--- config.mk ---
export PLATFORM = sky130hd
export DESIGN_NAME = ram_arbiter
export DESIGN_NICKNAME = d
export VERILOG_FILES = /design/src/rtl/ram_arbiter.sv
export SDC_FILE = /design/constraint.sdc
export NUM_CORES = 1
export LEC_CHECK = 0
export ABC_AREA = 0
export ABC_CLOCK_PERIOD_IN_PS = 1250
export CAP_MARGIN = 20
export CORE_ASPECT_RATIO = 0.75
export CORE_MARGIN = 5
export CORE_UTILIZATION = 26
export DETAILED_ROUTE_END_ITERATION = 16
export PLACE_DENSITY = 0.77
export SYNTH_ARGS = -nofsm -noshare
export SYNTH_HDL_FRONTEND = slang
export SYNTH_SLANG_ARGS = --single-unit
export TNS_END_PERCENT = 5
--- constraint.sdc ---
create_clock -name clk -period 1.25 [get_ports clk]
set_input_delay 0.1875 -clock clk [delete_from_list [all_inputs] [get_ports clk]]
set_output_delay 0.1875 -clock clk [all_outputs]
set_load 0.01 [all_outputs]
--- src/rtl/ram_arbiter.sv ---
// ram_arbiter: shares one single-port RAM between the CPU memory path and a
// loader/DMA port. The owner of each cycle is chosen at the preceding edge
// (fixed CPU priority or round-robin on contention) with a starvation limit.
// The owner's address, data and write enable drive the RAM combinationally
// during its granted cycle. Reads return one cycle later with a valid strobe.
module ram_arbiter #(
  parameter int ADDR_W  = 8,
  parameter int DATA_W  = 8,
  parameter int RR_MODE = 0,
  parameter int MAX_RUN = 4
) (
  input  logic              clk,
  input  logic              rst,
  input  logic              cpu_req,
  input  logic              cpu_we,
  input  logic [ADDR_W-1:0] cpu_addr,
  input  logic [DATA_W-1:0] cpu_wdata,
  output logic              cpu_gnt,
  output logic              cpu_rvalid,
  input  logic              dma_req,
  input  logic              dma_we,
  input  logic [ADDR_W-1:0] dma_addr,
  input  logic [DATA_W-1:0] dma_wdata,
  output logic              dma_gnt,
  output logic              dma_rvalid,
  input  logic [DATA_W-1:0] ram_out,
  output logic [DATA_W-1:0] ram_rdata,
  output logic [ADDR_W-1:0] ram_addr,
  output logic [DATA_W-1:0] ram_data,
  output logic              ram_we
);

  typedef enum logic [1:0] {
    IDLE     = 2'd0,
    SERV_CPU = 2'd1,
    SERV_DMA = 2'd2
  } state_t;

  // last_owner encoding: 0 = CPU, 1 = DMA
  localparam logic       OWNER_CPU = 1'b0;
  localparam logic       OWNER_DMA = 1'b1;
  localparam logic [3:0] MAX_RUN_C = 4'(MAX_RUN);

  state_t              state_r;
  state_t              state_next_s;
  logic                last_owner_r;
  logic                last_owner_next_s;
  logic [3:0]          run_cnt_r;
  logic [3:0]          run_cnt_next_s;
  logic                cont_s;
  logic                win_dma_s;
  logic                new_owner_s;
  logic                cpu_gnt_r;
  logic                dma_gnt_r;
  logic                cpu_rvalid_r;
  logic                dma_rvalid_r;
  logic [ADDR_W-1:0]   ram_addr_s;
  logic [DATA_W-1:0]   ram_data_s;
  logic                ram_we_s;

  // Next owner, run counter and last owner from the requests seen this edge
  always_comb begin
    state_next_s      = IDLE;
    last_owner_next_s = last_owner_r;
    run_cnt_next_s    = run_cnt_r;
    cont_s            = cpu_req & dma_req;
    win_dma_s         = 1'b0;
    new_owner_s       = OWNER_CPU;

    // Contention: the starvation limit beats the mode; round-robin alternates
    if (cont_s) begin
      if (run_cnt_r == MAX_RUN_C) begin
        win_dma_s = (last_owner_r == OWNER_CPU);
      end else if (RR_MODE != 0) begin
        win_dma_s = (last_owner_r == OWNER_CPU);
      end else begin
        win_dma_s = 1'b0;
      end
    end else begin
      win_dma_s = 1'b0;
    end

    case ({cpu_req, dma_req})
      2'b00:   state_next_s = IDLE;
      2'b10:   state_next_s = SERV_CPU;
      2'b01:   state_next_s = SERV_DMA;
      2'b11:   state_next_s = win_dma_s ? SERV_DMA : SERV_CPU;
      default: state_next_s = IDLE;
    endcase

    // A run only grows while the other port was kept waiting
    if (state_next_s == IDLE) begin
      run_cnt_next_s = 4'd0;
    end else begin
      new_owner_s       = (state_next_s == SERV_DMA) ? OWNER_DMA : OWNER_CPU;
      last_owner_next_s = new_owner_s;
      if ((new_owner_s == last_owner_r) && cont_s) begin
        if (run_cnt_r >= MAX_RUN_C) begin
          run_cnt_next_s = MAX_RUN_C;
        end else begin
          run_cnt_next_s = run_cnt_r + 4'd1;
        end
      end else begin
        run_cnt_next_s = 4'd1;
      end
    end
  end

  // State, grant and read-valid registers; reset squashes any pending rvalid
  always_ff @(posedge clk) begin
    if (rst) begin
      state_r      <= IDLE;
      last_owner_r <= OWNER_DMA;
      run_cnt_r    <= 4'd0;
      cpu_gnt_r    <= 1'b0;
      dma_gnt_r    <= 1'b0;
      cpu_rvalid_r <= 1'b0;
      dma_rvalid_r <= 1'b0;
    end else begin
      state_r      <= state_next_s;
      last_owner_r <= last_owner_next_s;
      run_cnt_r    <= run_cnt_next_s;
      cpu_gnt_r    <= (state_next_s == SERV_CPU);
      dma_gnt_r    <= (state_next_s == SERV_DMA);
      cpu_rvalid_r <= (state_r == SERV_CPU) && !cpu_we;
      dma_rvalid_r <= (state_r == SERV_DMA) && !dma_we;
    end
  end

  // RAM side follows the current owner's inputs; idle drives all zeros
  always_comb begin
    ram_addr_s = '0;
    ram_data_s = '0;
    ram_we_s   = 1'b0;
    case (state_r)
      SERV_CPU: begin
        ram_addr_s = cpu_addr;
        ram_data_s = cpu_wdata;
        ram_we_s   = cpu_we;
      end
      SERV_DMA: begin
        ram_addr_s = dma_addr;
        ram_data_s = dma_wdata;
        ram_we_s   = dma_we;
      end
      default: begin
        ram_addr_s = '0;
        ram_data_s = '0;
        ram_we_s   = 1'b0;
      end
    endcase
  end

  assign cpu_gnt    = cpu_gnt_r;
  assign dma_gnt    = dma_gnt_r;
  assign cpu_rvalid = cpu_rvalid_r;
  assign dma_rvalid = dma_rvalid_r;
  assign ram_rdata  = ram_out;
  assign ram_addr   = ram_addr_s;
  assign ram_data   = ram_data_s;
  assign ram_we     = ram_we_s;

endmodule

==> metrics.log, run 1 <==
[metrics] startpoint types: flop
[metrics] number of flip-flops and latches in the synthesized netlist: 11
[metrics] pin count of the biggest net entering global routing: 10
[metrics] multi-input gate area in the final layout: 606 um2
[metrics] fraction of layout instances using a drive strength above 1: 49.4%
[metrics] status: complete, but fails checks
[metrics] summed instance area of the synthesized netlist: 752 um2
[metrics] arrival time reported for the critical path endpoint: 1.36 ns
[metrics] # IOs: 75
[metrics] total wire length after detailed routing: 3280 um
[metrics] sequential area share after synthesis: 29.3%
[metrics] critical path class: reg -> out
[metrics] quantity of I/O buffers inserted on ports: 58
[metrics] Avg Synthesized Cell Area: 8.36 um2
[metrics] dpl ws: -0.465 ns
[metrics] clock input transition at the sequential cells of the worst setup and hold paths: 0.05 ns
[metrics] Mapped Nets: 140
[metrics] vias: 912
[metrics] Setup WS post-layout: -0.301 ns
[metrics] DP HPWL: 2440 um
[metrics] remaining antenna violation count: 0
[metrics] maximum buffer depth of the clock tree: 2
[metrics] final setup skew: 0.000981 ns
[metrics] initial antenna violation count: 0
[metrics] setup repair after global routing missed its margin: true
[metrics] Die X: 72.1 um
[metrics] failing checks: setup timing
[metrics] share of the clock period used by the worst path: 124%
[metrics] source-to-sink clock delay at the later pin of the worst-skew pair: 0.23 ns
[metrics] average routed wire per standard cell: 17.3 um
[metrics] # setup viols final: 17
[metrics] Static Leak: 0.664 nW
[metrics] router iterations before antenna repair: 4
[metrics] power density over the cells: 686 nW/um2
[metrics] total clock sinks: 11
[metrics] die height: 56.6 um
[metrics] cell count after synthesis: 90
[metrics] flip-flop and latch area: 226 um2
[metrics] hold_ws: 0.375 ns
[metrics] DRC: 0
[metrics] overall die area: 4080 um2
[metrics] effective utilization at floorplan: 28.0%
[metrics] fill count: 216
[metrics] total chip power: 1.17 mW
[metrics] core outline area: 2680 um2
[metrics] worst min path class: in -> out
[metrics] sum of negative setup slack: -4.45 ns
[metrics] endpoint kind of the worst setup timing path: primary output
[metrics] Total Routing Usage GR: 16.5%
[metrics] wire length of the first global-routing pass: 5200 um
[metrics] distinct cell type count after synthesis: 24
[metrics] site row count: 16
[metrics] number of hold violations in the final report: 0
[metrics] via count of the first global-routing pass: 974
[metrics] Yosys Warn Count: 0
[metrics] Max FO, Critical Path: 9
[metrics] Pins Over Slew Limit: 0
[metrics] Util after Layout: 63.6%
[metrics] number of H-tree levels: 1
[metrics] global placement routability congestion: 0.740
[metrics] Clock Tree Root: sky130_fd_sc_hd__clkbuf_8
[metrics] net count reported at finish: 205
[metrics] total congestion overflow: 0
[metrics] maximum vdd ir drop: 0.599 mV
[metrics] drt first-iter violations: 21
[metrics] count of inserted antenna diode cells: 0
[metrics] endpoint required time on the critical path: 1.06 ns
[metrics] TritonCTS clock tree: yes
[metrics] max frequency: 645 MHz
[metrics] Final Critical Period: 1.55 ns
[metrics] average via count per standard cell: 4.80
[metrics] Layout area overhead: 127%
[metrics] clock buffer count from CTS: 3
[metrics] maximum capacitance violations: 0
## cell usage in the layout (no fill, tap or decap), types with 2 or more instances in the layout
cell                              count
sky130_fd_sc_hd__a22oi_2             17
sky130_fd_sc_hd__buf_6               11
sky130_fd_sc_hd__clkbuf_8             3
sky130_fd_sc_hd__buf_12               3
sky130_fd_sc_hd__buf_4               10
sky130_fd_sc_hd__buf_2                8
sky130_fd_sc_hd__nor3_1               3
sky130_fd_sc_hd__ha_1                 2
sky130_fd_sc_hd__inv_1                4
sky130_fd_sc_hd__ha_4                 2
sky130_fd_sc_hd__nor3b_1              2
sky130_fd_sc_hd__nor2_4              10
sky130_fd_sc_hd__buf_16               2
sky130_fd_sc_hd__dlygate4sd2_1        4
sky130_fd_sc_hd__dfxtp_2              2
sky130_fd_sc_hd__o211a_1              2
sky130_fd_sc_hd__clkdlybuf4s50_1     37
sky130_fd_sc_hd__nor2_1               7
sky130_fd_sc_hd__dfxtp_1              8
## per-layer routing
metal  GRT usage [%]  part of all wire (%)  vias up
met5               0                     0        -
met1            18.1                    36      424
met2            28.8                    55       27
met3            2.32                   2.2       18
li1                -                     -      443
met4            11.3                   6.3        0
## path summary, 6_finish.rpt
path | startpoint | to | slack [ns] | cells after the start
worst max-delay path | state_r[0] | ram_data[6] | -0.30 | 6
worst min-delay path | ram_out[0] | ram_rdata[0] | 0.38 | 0
worst max register to register | run_cnt_r[0] | run_cnt_r[0] | 0.03 | 4
worst min register to register | last_owner_r | last_owner_r | 0.57 | 2
## critical path, cell delays in order, from the launching register on
cell                      delay [ns]
sky130_fd_sc_hd__dfxtp_4        0.37
sky130_fd_sc_hd__inv_4          0.04
sky130_fd_sc_hd__ha_4           0.18
sky130_fd_sc_hd__buf_6          0.15
sky130_fd_sc_hd__a22oi_2        0.23
sky130_fd_sc_hd__nor2_4         0.04
sky130_fd_sc_hd__buf_6          0.12
## kinds of logic after synthesis
logic type	after synthesis	share of synthesized area, %
adder cells (fa/ha/maj)	4	6.66
other	1	0.499
flip-flops	11	29.3
buffers and inverters	21	15.5
AO/OA/AOI/OAI	24	24.8
AND/OR/NAND/NOR	29	23.3
## flip-flops by register name, indices dropped and copies added, names as in the netlist
register      cells
dma_gnt           1
cpu_gnt           1
state_r           2
dma_rvalid        1
cpu_rvalid        1
last_owner_r      1
run_cnt_r         4
## report_power, final
group | total (mW) | internal (mW) | switching (mW) | leakage, nW
logic | 0.441 | 0.266 | 0.175 | 0.549
registers | 0.376 | 0.365 | 0.0106 | 0.0922
clock network | 0.354 | 0.224 | 0.130 | 0.0228
## Yosys cell counts (all sizes together)
library cell,instances,share of area [%]
a31oi,1,0.83
or2,1,0.83
nor4,2,2.5
a22oi,17,17
o311a,1,1.3
or3b,1,1.2
a211oi,2,2.0
and3b,1,1.7
nor2,17,8.5
inv,6,3.0
clkbuf,2,1.2
buf,13,11
nand3b,1,1.0
ha,4,6.7
nor3,3,2.0
o21bai,1,1.0
conb,1,0.50
nand4bb,1,3.7
nor3b,2,2.0
dfxtp,11,29
o211a,2,2.7
## what timing repair did
action / 4_1_cts / 5_1_grt
pin swaps: 12 / 5
resized for setup: 99 / 5
gates cloned: 2 / 0
endpoints found under the setup margin: 21 / 20
setup buffers: 4 / 1
hold endpoints to repair: 0 / 0
hold buffers: 0 / 0
## area by class of cell
| cell class | instances | share of cell area [%] |
|---|---|---|
| Timing Repair Buffer | 75 | 44.5 |
| Multi-Input combinational cell | 58 | 35.5 |
| Sequential cell | 11 | 13.3 |
| Clock buffer | 4 | 2.64 |
| Tap cell | 36 | 2.64 |
| Inverter | 6 | 1.47 |
## per-stage QoR
step                instance area (um2)  instances
floorplan                           921         90
global placement                   1530        180
detailed placement                 1530        180
CTS                                1670        189
global route                       1710        190
finish                             1710        190
Power figures use the tool's default switching activity.
==> inputs of run 2 (changes only) <==
Settings changed: CORE_MARGIN 5 to default.
==> run 2 against run 1 <==
Compared with the run above:
- the run still ends with setup timing left
- sequential share of layout area down 0.73 points
- non-clock buffer count is 5 higher
- sequential cell count did not move
- combinational power up 13%
- cell count is 2.6% higher
- clock-buffer cell count unchanged
- power is 6.4% higher
- critical endpoint is now ram_addr[5]
- highest routed layer unchanged
==> metrics.log, run 2 (same netlist as run 1, synthesis figures left out) <==
[metrics] TritonCTS clock tree: yes
[metrics] drt first-iter violations: 39 (+86%)
[metrics] crit-path max cell delay: 0.33 ns (-0.04 ns)
[metrics] endpoint kind of the worst setup timing path: primary output
[metrics] startpoint types: flop
[metrics] quantity of I/O buffers inserted on ports: 58 (unchanged)
[metrics] vias: 932 (+2.2%)
[metrics] share of the clock period used by the worst path: 127% (+2.9 points)
[metrics] setup repair after global routing missed its margin: true
[metrics] dpl cells: 183 (+1.7%)
[metrics] max frequency: 630 MHz (-2.3%)
[metrics] remaining antenna violation count: 0 (unchanged)
[metrics] pin count of the biggest net entering global routing: 10 (unchanged)
[metrics] total congestion overflow: 0 (unchanged)
[metrics] sum of negative setup slack: -5.23 ns (-0.788 ns)
[metrics] Layout area overhead: 139%
[metrics] hold_ws: 0.375 ns (unchanged)
[metrics] fraction of layout instances using a drive strength above 1: 54.1% (+4.7 points)
[metrics] core outline area: 2680 um2 (unchanged)
[metrics] critical path class: reg -> out
[metrics] maximum capacitance violations: 0 (unchanged)
[metrics] Setup WS post-layout: -0.337 ns (-0.0357 ns)
[metrics] total clock sinks: 11 (unchanged)
[metrics] DP HPWL: 2310 um (-5.2%)
[metrics] number of hold violations in the final report: 0 (unchanged)
[metrics] crit path max-delay cell type: sky130_fd_sc_hd__dfxtp_2
[metrics] Pins Over Slew Limit: 0 (unchanged)
[metrics] site row count: 16 (unchanged)
[metrics] number of H-tree levels: 1 (unchanged)
[metrics] Total Routing Usage GR: 24.1% (+7.6 points)
[metrics] Util after Layout: 67.0% (+3.4 points)
[metrics] source-to-sink clock delay at the later pin of the worst-skew pair: 0.24 ns (about the same)
[metrics] Max FO, Critical Path: 7 (-2)
[metrics] Critical Path, Cell by Cell: buf_6 -> ha_4 -> buf_12 -> buf_4 -> nor2_4 -> buf_6
[metrics] average via count per standard cell: 4.78 (-0.43%)
[metrics] endpoint required time on the critical path: 1.06 ns (about the same)
[metrics] Die X: 64.1 um (-11%)
[metrics] Static Leak: 0.697 nW (+5.0%)
[metrics] power density over the cells: 694 nW/um2 (+1.1%)
[metrics] most frequent CP cell: sky130_fd_sc_hd__buf_6
[metrics] most frequent cells in the layout: sky130_fd_sc_hd__clkdlybuf4s50_1 (37), sky130_fd_sc_hd__a22oi_2 (16), sky130_fd_sc_hd__buf_6 (16), sky130_fd_sc_hd__nor2_4 (11), sky130_fd_sc_hd__buf_4 (10)
[metrics] net count reported at finish: 210 (+2.4%)
[metrics] router iterations before antenna repair: 4 (unchanged)
[metrics] worst min path class: in -> out
[metrics] wire length of the first global-routing pass: 5590 um (+7.6%)
[metrics] average routed wire per standard cell: 17.4 um (+0.56%)
[metrics] final setup skew: 0.00324 ns (+0.00226 ns)
[metrics] fill count: 208 (-3.7%)
[metrics] count of inserted antenna diode cells: 0 (unchanged)
[metrics] DRC: 0 (unchanged)
[metrics] die height: 48.6 um (-14%)
[metrics] initial antenna violation count: 0 (unchanged)
[metrics] # IOs: 75 (unchanged)
[metrics] via count of the first global-routing pass: 1080 (+11%)
[metrics] total wire length after detailed routing: 3390 um (+3.2%)
[metrics] failing checks: setup timing
[metrics] maximum vdd ir drop: 0.987 mV (+65%)
[metrics] max reg flops: 4 (unchanged)
[metrics] status: complete, but fails checks
[metrics] # setup viols final: 17 (unchanged)
[metrics] final std cells w/o fill: 195 (+2.6%)
[metrics] leading cell type in the layout, fill and taps excluded: sky130_fd_sc_hd__clkdlybuf4s50_1
[metrics] arrival time reported for the critical path endpoint: 1.40 ns (+0.04 ns)
[metrics] Final Critical Period: 1.59 ns (+0.0357 ns)
[metrics] dpl ws: -0.453 ns (+0.0122 ns)
[metrics] biggest regs: run_cnt_r (4), state_r (2)
[metrics] clock buffer count from CTS: 3 (unchanged)
[metrics] effective utilization at floorplan: 28.0% (unchanged)
[metrics] Clock Tree Root: sky130_fd_sc_hd__clkbuf_8
[metrics] Reg with most FFs: run_cnt_r
[metrics] overall die area: 3110 um2 (-24%)
[metrics] maximum buffer depth of the clock tree: 2 (unchanged)
[metrics] global placement routability congestion: 0.769 (+4.0%)
[metrics] clock input transition at the sequential cells of the worst setup and hold paths: 0.05 ns (about the same)
-- run 2: cell count changes in the layout (fill, tap and decap cells not counted), sizes merged --
cell	change
buf	+5
-- run 2: final cells by class --
class                           instances  area [um2]  share of cell area (%)
Multi-Input combinational cell         58         618                    34.4
Timing Repair Buffer                   80         841                    46.8
Clock buffer                            4        45.0                    2.51
Inverter                                6        22.5                    1.25
Tap cell                               36        45.0                    2.51
Sequential cell                        11         225                    12.5
-- run 2: routing by layer --
layer	routed length, um	GRT usage (%)	part of all wire [%]	vias to the layer above
met5	0	0	0	-
met3	120	5.66	3.5	19
met2	1860	44.1	55	21
li1	-	-	-	452
met1	1280	25.0	38	440
met4	123	13.7	3.6	0
-- run 2: through the flow --
| step | power (mW) | area, um2 |
|---|---|---|
| after floorplan | 0.576 | 921 |
| after global placement | 0.759 | 1550 |
| after detailed placement | 0.770 | 1550 |
| after CTS | 1.22 | 1760 |
| after global routing | 1.30 | 1800 |
| final | 1.25 | 1800 |
-- run 2: worst max-delay path: cells and delay by family, from the launching register on --
kind / cells / cell delay (ns)
and+or+nand+nor: 1 / 0.03
buffers and inverters: 4 / 0.50
adders and majority gates: 1 / 0.30
DFF: 1 / 0.33
-- run 2: path summary, 6_finish.rpt --
| kind | startpoint | end | slack (ns) | cells after the start |
|---|---|---|---|---|
| worst max-delay path | state_r[1] | ram_addr[5] | -0.34 | 6 |
| worst min-delay path | ram_out[5] | ram_rdata[5] | 0.38 | 0 |
| worst max register to register | run_cnt_r[0] | run_cnt_r[1] | 0.01 | 4 |
| worst min register to register | run_cnt_r[3] | run_cnt_r[1] | 0.62 | 2 |
-- run 2: power breakdown --
group	internal [mW]	switching (mW)	leakage [nW]
Clock	0.225	0.146	0.0228
Combinational	0.304	0.193	0.583
Sequential	0.367	0.0104	0.0920
-- run 2: repair_timing --
item,in CTS,in global routing
gates resized for setup,101,13
pin swaps,20,5
hold buffers,0,0
endpoints found under the setup margin,22,20
buffers inserted,6,0
cloned,2,0
==> inputs of run 3 (changes only) <==
Settings changed: CELL_PAD_IN_SITES_DETAIL_PLACEMENT from default to 0, CELL_PAD_IN_SITES_GLOBAL_PLACEMENT from default to 1, CORE_UTILIZATION 26 to 17, CTS_CLUSTER_SIZE from default to 16, PLACE_DENSITY 0.77 to 0.78.
==> run 3 against run 2 <==
Compared with the run above:
- the run still ends with setup timing left
- clock power fell by 7.3%
- first-iteration DRC count fell by 56%
- worst hold slack barely moved
- power fell by 4.6%
- critical endpoint is now ram_data[5]
- die area rose by 51%
- largest power group unchanged
==> metrics.log, run 3 (same netlist as run 1, synthesis figures left out) <==
[metrics] status: complete, but fails checks
[metrics] failing checks: setup timing
[metrics] Total Routing Usage GR: 12.0% (-12 points)
[metrics] crit path max-delay cell type: sky130_fd_sc_hd__dfxtp_2
[metrics] site row count: 20 (+4)
[metrics] Critical Path, Cell by Cell: inv_2 -> ha_4 -> buf_8 -> a22oi_2 -> nor2_4 -> buf_6
[metrics] Pins Over Slew Limit: 0 (unchanged)
[metrics] relative contribution of sequential cells to total power: 31.7% (+1.4 points)
[metrics] max reg flops: 4 (unchanged)
[metrics] wire length of the first global-routing pass: 4450 um (-20%)
[metrics] cts-stage hold buffer count: 0 (unchanged)
[metrics] max frequency: 654 MHz (+3.8%)
[metrics] quantity of I/O buffers inserted on ports: 58 (unchanged)
[metrics] average via count per standard cell: 4.37 (-8.6%)
[metrics] Clock Tree Root: sky130_fd_sc_hd__clkbuf_8
[metrics] total clock sinks: 11 (unchanged)
[metrics] Switching Share: 26.3% (-1.8 points)
[metrics] DP HPWL: 2110 um (-8.8%)
[metrics] worst min path class: in -> out
[metrics] multi-input gate area in the final layout: 606 um2 (-2.0%)
[metrics] pin count of the biggest net entering global routing: 19 (+9)
[metrics] maximum buffer depth of the clock tree: 2 (unchanged)
[metrics] global placement routability congestion: 0.751 (-2.4%)
[metrics] flip-flop and latch area: 225 um2 (unchanged)
[metrics] fill count: 396 (+90%)
[metrics] endpoint kind of the worst setup timing path: primary output
[metrics] remaining antenna violation count: 0 (unchanged)
[metrics] TritonCTS clock tree: yes
[metrics] portion of total power attributed to the clock network: 28.9% (-0.9 points)
[metrics] critical path class: reg -> out
[metrics] crit-path max cell delay: 0.33 ns (about the same)
[metrics] number of hold violations in the final report: 0 (unchanged)
[metrics] arrival time reported for the critical path endpoint: 1.34 ns (-0.06 ns)
[metrics] overall die area: 4700 um2 (+51%)
[metrics] source-to-sink clock delay at the later pin of the worst-skew pair: 0.23 ns (about the same)
[metrics] final setup skew: 0.00416 ns (+0.000922 ns)
[metrics] finished layout cell area: 1800 um2 (+0.21%)
[metrics] setup repair after global routing missed its margin: true
[metrics] final std cells w/o fill: 217 (+11%)
[metrics] drt first-iter violations: 17 (-56%)
[metrics] biggest regs: run_cnt_r (4), state_r (2)
[metrics] sum of negative setup slack: -4.26 ns (+0.975 ns)
[metrics] most frequent cells in the layout: sky130_fd_sc_hd__clkdlybuf4s50_1 (37), sky130_fd_sc_hd__a22oi_2 (17), sky130_fd_sc_hd__buf_4 (17), sky130_fd_sc_hd__buf_6 (13), sky130_fd_sc_hd__nor2_4 (10)
[metrics] post-detailed-placement cell area: 1550 um2 (-0.56%)
[metrics] Max FO, Critical Path: 8 (+1)
[metrics] Setup WS post-layout: -0.280 ns (+0.0577 ns)
[metrics] # setup viols final: 17 (unchanged)
[metrics] net switching power figure: 0.313 mW (-11%)
[metrics] internal power: 0.877 mW (-2.2%)
[metrics] maximum vdd ir drop: 0.293 mV (-70%)
[metrics] total chip power: 1.19 mW (-4.6%)
[metrics] Die X: 78.8 um (+23%)
[metrics] router iterations before antenna repair: 3 (-1)
[metrics] dpl cells: 201 (+9.8%)
[metrics] core outline area: 4150 um2 (+55%)
[metrics] maximum capacitance violations: 0 (unchanged)
[metrics] share of the clock period used by the worst path: 122% (-4.6 points)
[metrics] vias: 948 (+1.7%)
[metrics] power density over the cells: 661 nW/um2 (-4.8%)
[metrics] # IOs: 75 (unchanged)
[metrics] Layout area overhead: 139%
[metrics] Final Critical Period: 1.53 ns (-0.0577 ns)
[metrics] initial antenna violation count: 0 (unchanged)
[metrics] Reg with most FFs: run_cnt_r
[metrics] clock input transition at the sequential cells of the worst setup and hold paths: 0.05 ns (about the same)
[metrics] Static Leak: 0.720 nW (+3.3%)
[metrics] startpoint types: flop
[metrics] combinational power share: 39.4% (-0.5 points)
[metrics] total wire length after detailed routing: 3040 um (-10%)
[metrics] total congestion overflow: 0 (unchanged)
[metrics] leading cell type in the layout, fill and taps excluded: sky130_fd_sc_hd__clkdlybuf4s50_1
[metrics] die height: 59.6 um (+23%)
[metrics] category of cells accounting for the largest share of critical-path delay: flip-flops
[metrics] clock buffer count from CTS: 3 (unchanged)
[metrics] effective utilization at floorplan: 18.1% (-9.9 points)
[metrics] endpoint required time on the critical path: 1.06 ns (about the same)
[metrics] fraction of layout instances using a drive strength above 1: 52.5% (-1.6 points)
[metrics] hold_ws: 0.375 ns (-0.00000100 ns)
[metrics] number of H-tree levels: 1 (unchanged)
[metrics] count of inserted antenna diode cells: 0 (unchanged)
[metrics] net count reported at finish: 213 (+1.4%)
[metrics] average routed wire per standard cell: 14.0 um (-19%)
[metrics] buffer and inverter count on the worst path: 3 (-1)
[metrics] DRC: 0 (unchanged)
[metrics] via count of the first global-routing pass: 981 (-9.2%)
run 3: cell count changes in the layout (fill, tap and decap cells not counted), sizes merged:
cell / change
dlymetal6s2s: +1
dlygate4sd2: -1
buf: +2
clkbuf: +1
run 3: final cells by class:
cell class,instances,share of cell area [%]
Sequential cell,11,12.5
Clock buffer,4,2.50
Multi-Input combinational cell,58,33.6
Inverter,6,1.25
Tap cell,55,3.82
Timing Repair Buffer,83,46.3
run 3: layer usage:
metal	global-route usage [%]	wire, um	up-vias
met3	2.31	156	2
met4	3.97	19	0
li1	-	-	461
met5	0	0	-
met1	14.2	1240	452
met2	22.1	1630	33
run 3: repair_timing:
| item | in CTS | in global routing |
|---|---|---|
| pin swaps | 14 | 8 |
| setup buffers | 1 | 8 |
| cloned | 2 | 1 |
| endpoints found under the setup margin | 20 | 20 |
| gates resized for setup | 97 | 9 |
run 3: through the flow:
step | worst slack, ns | utilization (%)
final | -0.280 | 43.3
after global routing | -0.331 | 43.3
after CTS | -0.260 | 40.8
after detailed placement | -0.590 | 37.2
after global placement | -0.546 | 37.2
after floorplan | 0.00138 | -
run 3: final timing paths:
path	from	end	slack, ns	cells past startpoint
max	state_r[0]	ram_data[5]	-0.28	6
max reg2reg	run_cnt_r[0]	run_cnt_r[1]	0.03	4
min	ram_out[7]	ram_rdata[7]	0.38	0
min reg2reg	last_owner_r	last_owner_r	0.55	2
run 3: power groups by stage:
stage / sequential, mW / combinational (mW) / clock, mW
final: 0.377 / 0.468 / 0.344
after floorplan: 0.382 / 0.194 / 0
after global routing: 0.378 / 0.497 / 0.371
after CTS: 0.376 / 0.443 / 0.343
after detailed placement: 0.382 / 0.379 / 0
after global placement: 0.380 / 0.371 / 0
==> edit (flow settings as in run 1) <==
`RR_MODE`: 0 -> 1.
--- a/src/rtl/ram_arbiter.sv
+++ b/src/rtl/ram_arbiter.sv
@@ -7,5 +7,5 @@
   parameter int ADDR_W  = 8,
   parameter int DATA_W  = 8,
-  parameter int RR_MODE = 0,
+  parameter int RR_MODE = 1,
   parameter int MAX_RUN = 4
 ) (
Formal check against the unedited RTL: not equivalent (a bounded check fails within 4 cycles, from zero or initial values and one cycle with rst high).
==> edit against run 1 <==
  * The flow still finishes with violations (setup timing)
  * Sequential cell count fell by 4
  * Power fell by 25%
  * Hold slack is essentially flat
  * Combinational power shrank 1%
  * Routed wire length fell by 33%
  * Count of clock-buffer cells in the layout did not move
  * Worst setup slack improved by 0.020 ns
  * Final cell count fell by 15%
  * Final area is 17% lower
  * Synthesized area down 19%
  * Maximum frequency up 1.3%
  * Critical path type unchanged
==> edit: results <==
power:
  peakVddDrop_mv: 0.456
  leakage_nw: 0.528
  p_sw_mw: 0.263
routing:
  met1_length_um: 825
  drtIter0Drc: 15
  first_pass_iters: 3
  vias_per_cell: 4.42
placement:
  place_congestion: 0.698
  dpl.hpwl_um: 1800
  dpl_cell_area_um2: 1270
  dpl_worst_slack_ns: -0.459
clock_network:
  worst_skew_pair.late_latency_ns: 0.25
  root_buffer: "clkbuf_4"
timing:
  setup_tns_ns: -4.37
  worst_slack_ns: -0.281
  hold_slack_ns: 0.375
  setup_violations: 17
  skew_ns: 0.00208
global_routing:
  grt.total_usage_pct: 13.1
  grt_pass1_wl_um: 3420
  grt_pass1_vias: 775
  grt_max_degree: 14
logic_synthesis:
  synth_commonest_cells: "17 x nor2_1, 11 x a22oi_2, 8 x buf_4"
  ys_seq_area_share_pct: 23.1
  yosys-top-cells-area: "dfxtp_1 23%, a22oi_2 23%, nor2_1 11%, buf_4 9.9%, a22oi_1 7.4%"
  synth_cell_types: 17
setup_path:
  crit_fanout: 8
layout:
  final_nets: 177
  largest_reg_flops: 2
  regMostFlops: "state_r"
  fill_cells: 195
  drive_gt1_share_pct: 50.8
status:
  outcome: "finished with violations"
  violations: "setup timing"
[edit: cell count changes in the layout (fill, tap and decap cells not counted), sizes merged, moves of 2 or more]
cell   delta
buf       -6
dfxtp     -4
ha        -2
inv       -2
nor4      -2
o211a     -2
[edit: worst paths after layout]
check,cells after the start,startpoint,end
setup / recovery,6,state_r[0],ram_data[5]
hold / removal,0,ram_out[0],ram_rdata[0]
setup reg to reg,4,state_r[0],dma_rvalid
hold reg to reg,1,last_owner_r,state_r[1]
[edit: layer usage]
layer  vias up  GRT usage, %
met1       325          14.5
met3         9          3.67
met2        27          22.0
met5         -             0
met4         0          8.62
li1        355             -
[edit: cells by family (layout without fill, tap and decap cells)]
family / after synthesis / in the layout / share of synthesized area [%]
AOI/OAI and AO/OA: 20 / 20 / 34.1
adders and majority gates: 2 / 2 / 4.13
buffers and inverters: 18 / 77 / 22.1
DFF: 7 / 7 / 23.1
and+or+nand+nor: 22 / 22 / 16.5
[edit: per-stage QoR]
stage / total power, mW / cells
global route: 0.938 / 162
detailed placement: 0.623 / 154
CTS: 0.895 / 162
finish: 0.883 / 162
floorplan: 0.450 / 69
global placement: 0.616 / 154
[edit: power groups by stage]
stage | Clock [mW] | Sequential [mW] | Combinational [mW]
6_report | 0.206 | 0.242 | 0.435
5_1_grt | 0.232 | 0.243 | 0.462
4_1_cts | 0.217 | 0.244 | 0.434
3_5_place_dp | 0 | 0.245 | 0.378
3_3_place_gp | 0 | 0.244 | 0.372
2_1_floorplan | 0 | 0.247 | 0.203
[edit: cell type report]
cell class,instances,area (µm²),share of cell area (%)
tap,34,42.5,3.02
multi-input combinational,44,462,32.8
sequential,7,148,10.5
clock buffer,4,26.3,1.87
inverter,4,17.5,1.24
timing repair buffer,69,713,50.6
[edit: repair_timing]
| action | 4_1_cts | 5_1_grt |
|---|---|---|
| pin swaps | 16 | 2 |
| hold buffers | 0 | 0 |
| setup buffers | 3 | 0 |
| gates resized for setup | 97 | 5 |
| endpoints found under the setup margin | 21 | 17 |
| hold endpoints to repair | 0 | 0 |
| cloned | 1 | 0 |
[edit: critical path, stage by stage (launching register included)]
cell and delay [ns]:
dfxtp_4 0.37, inv_4 0.04, ha_4 0.27, buf_12 0.14, buf_4 0.13, nor2_4 0.03, buf_6 0.12
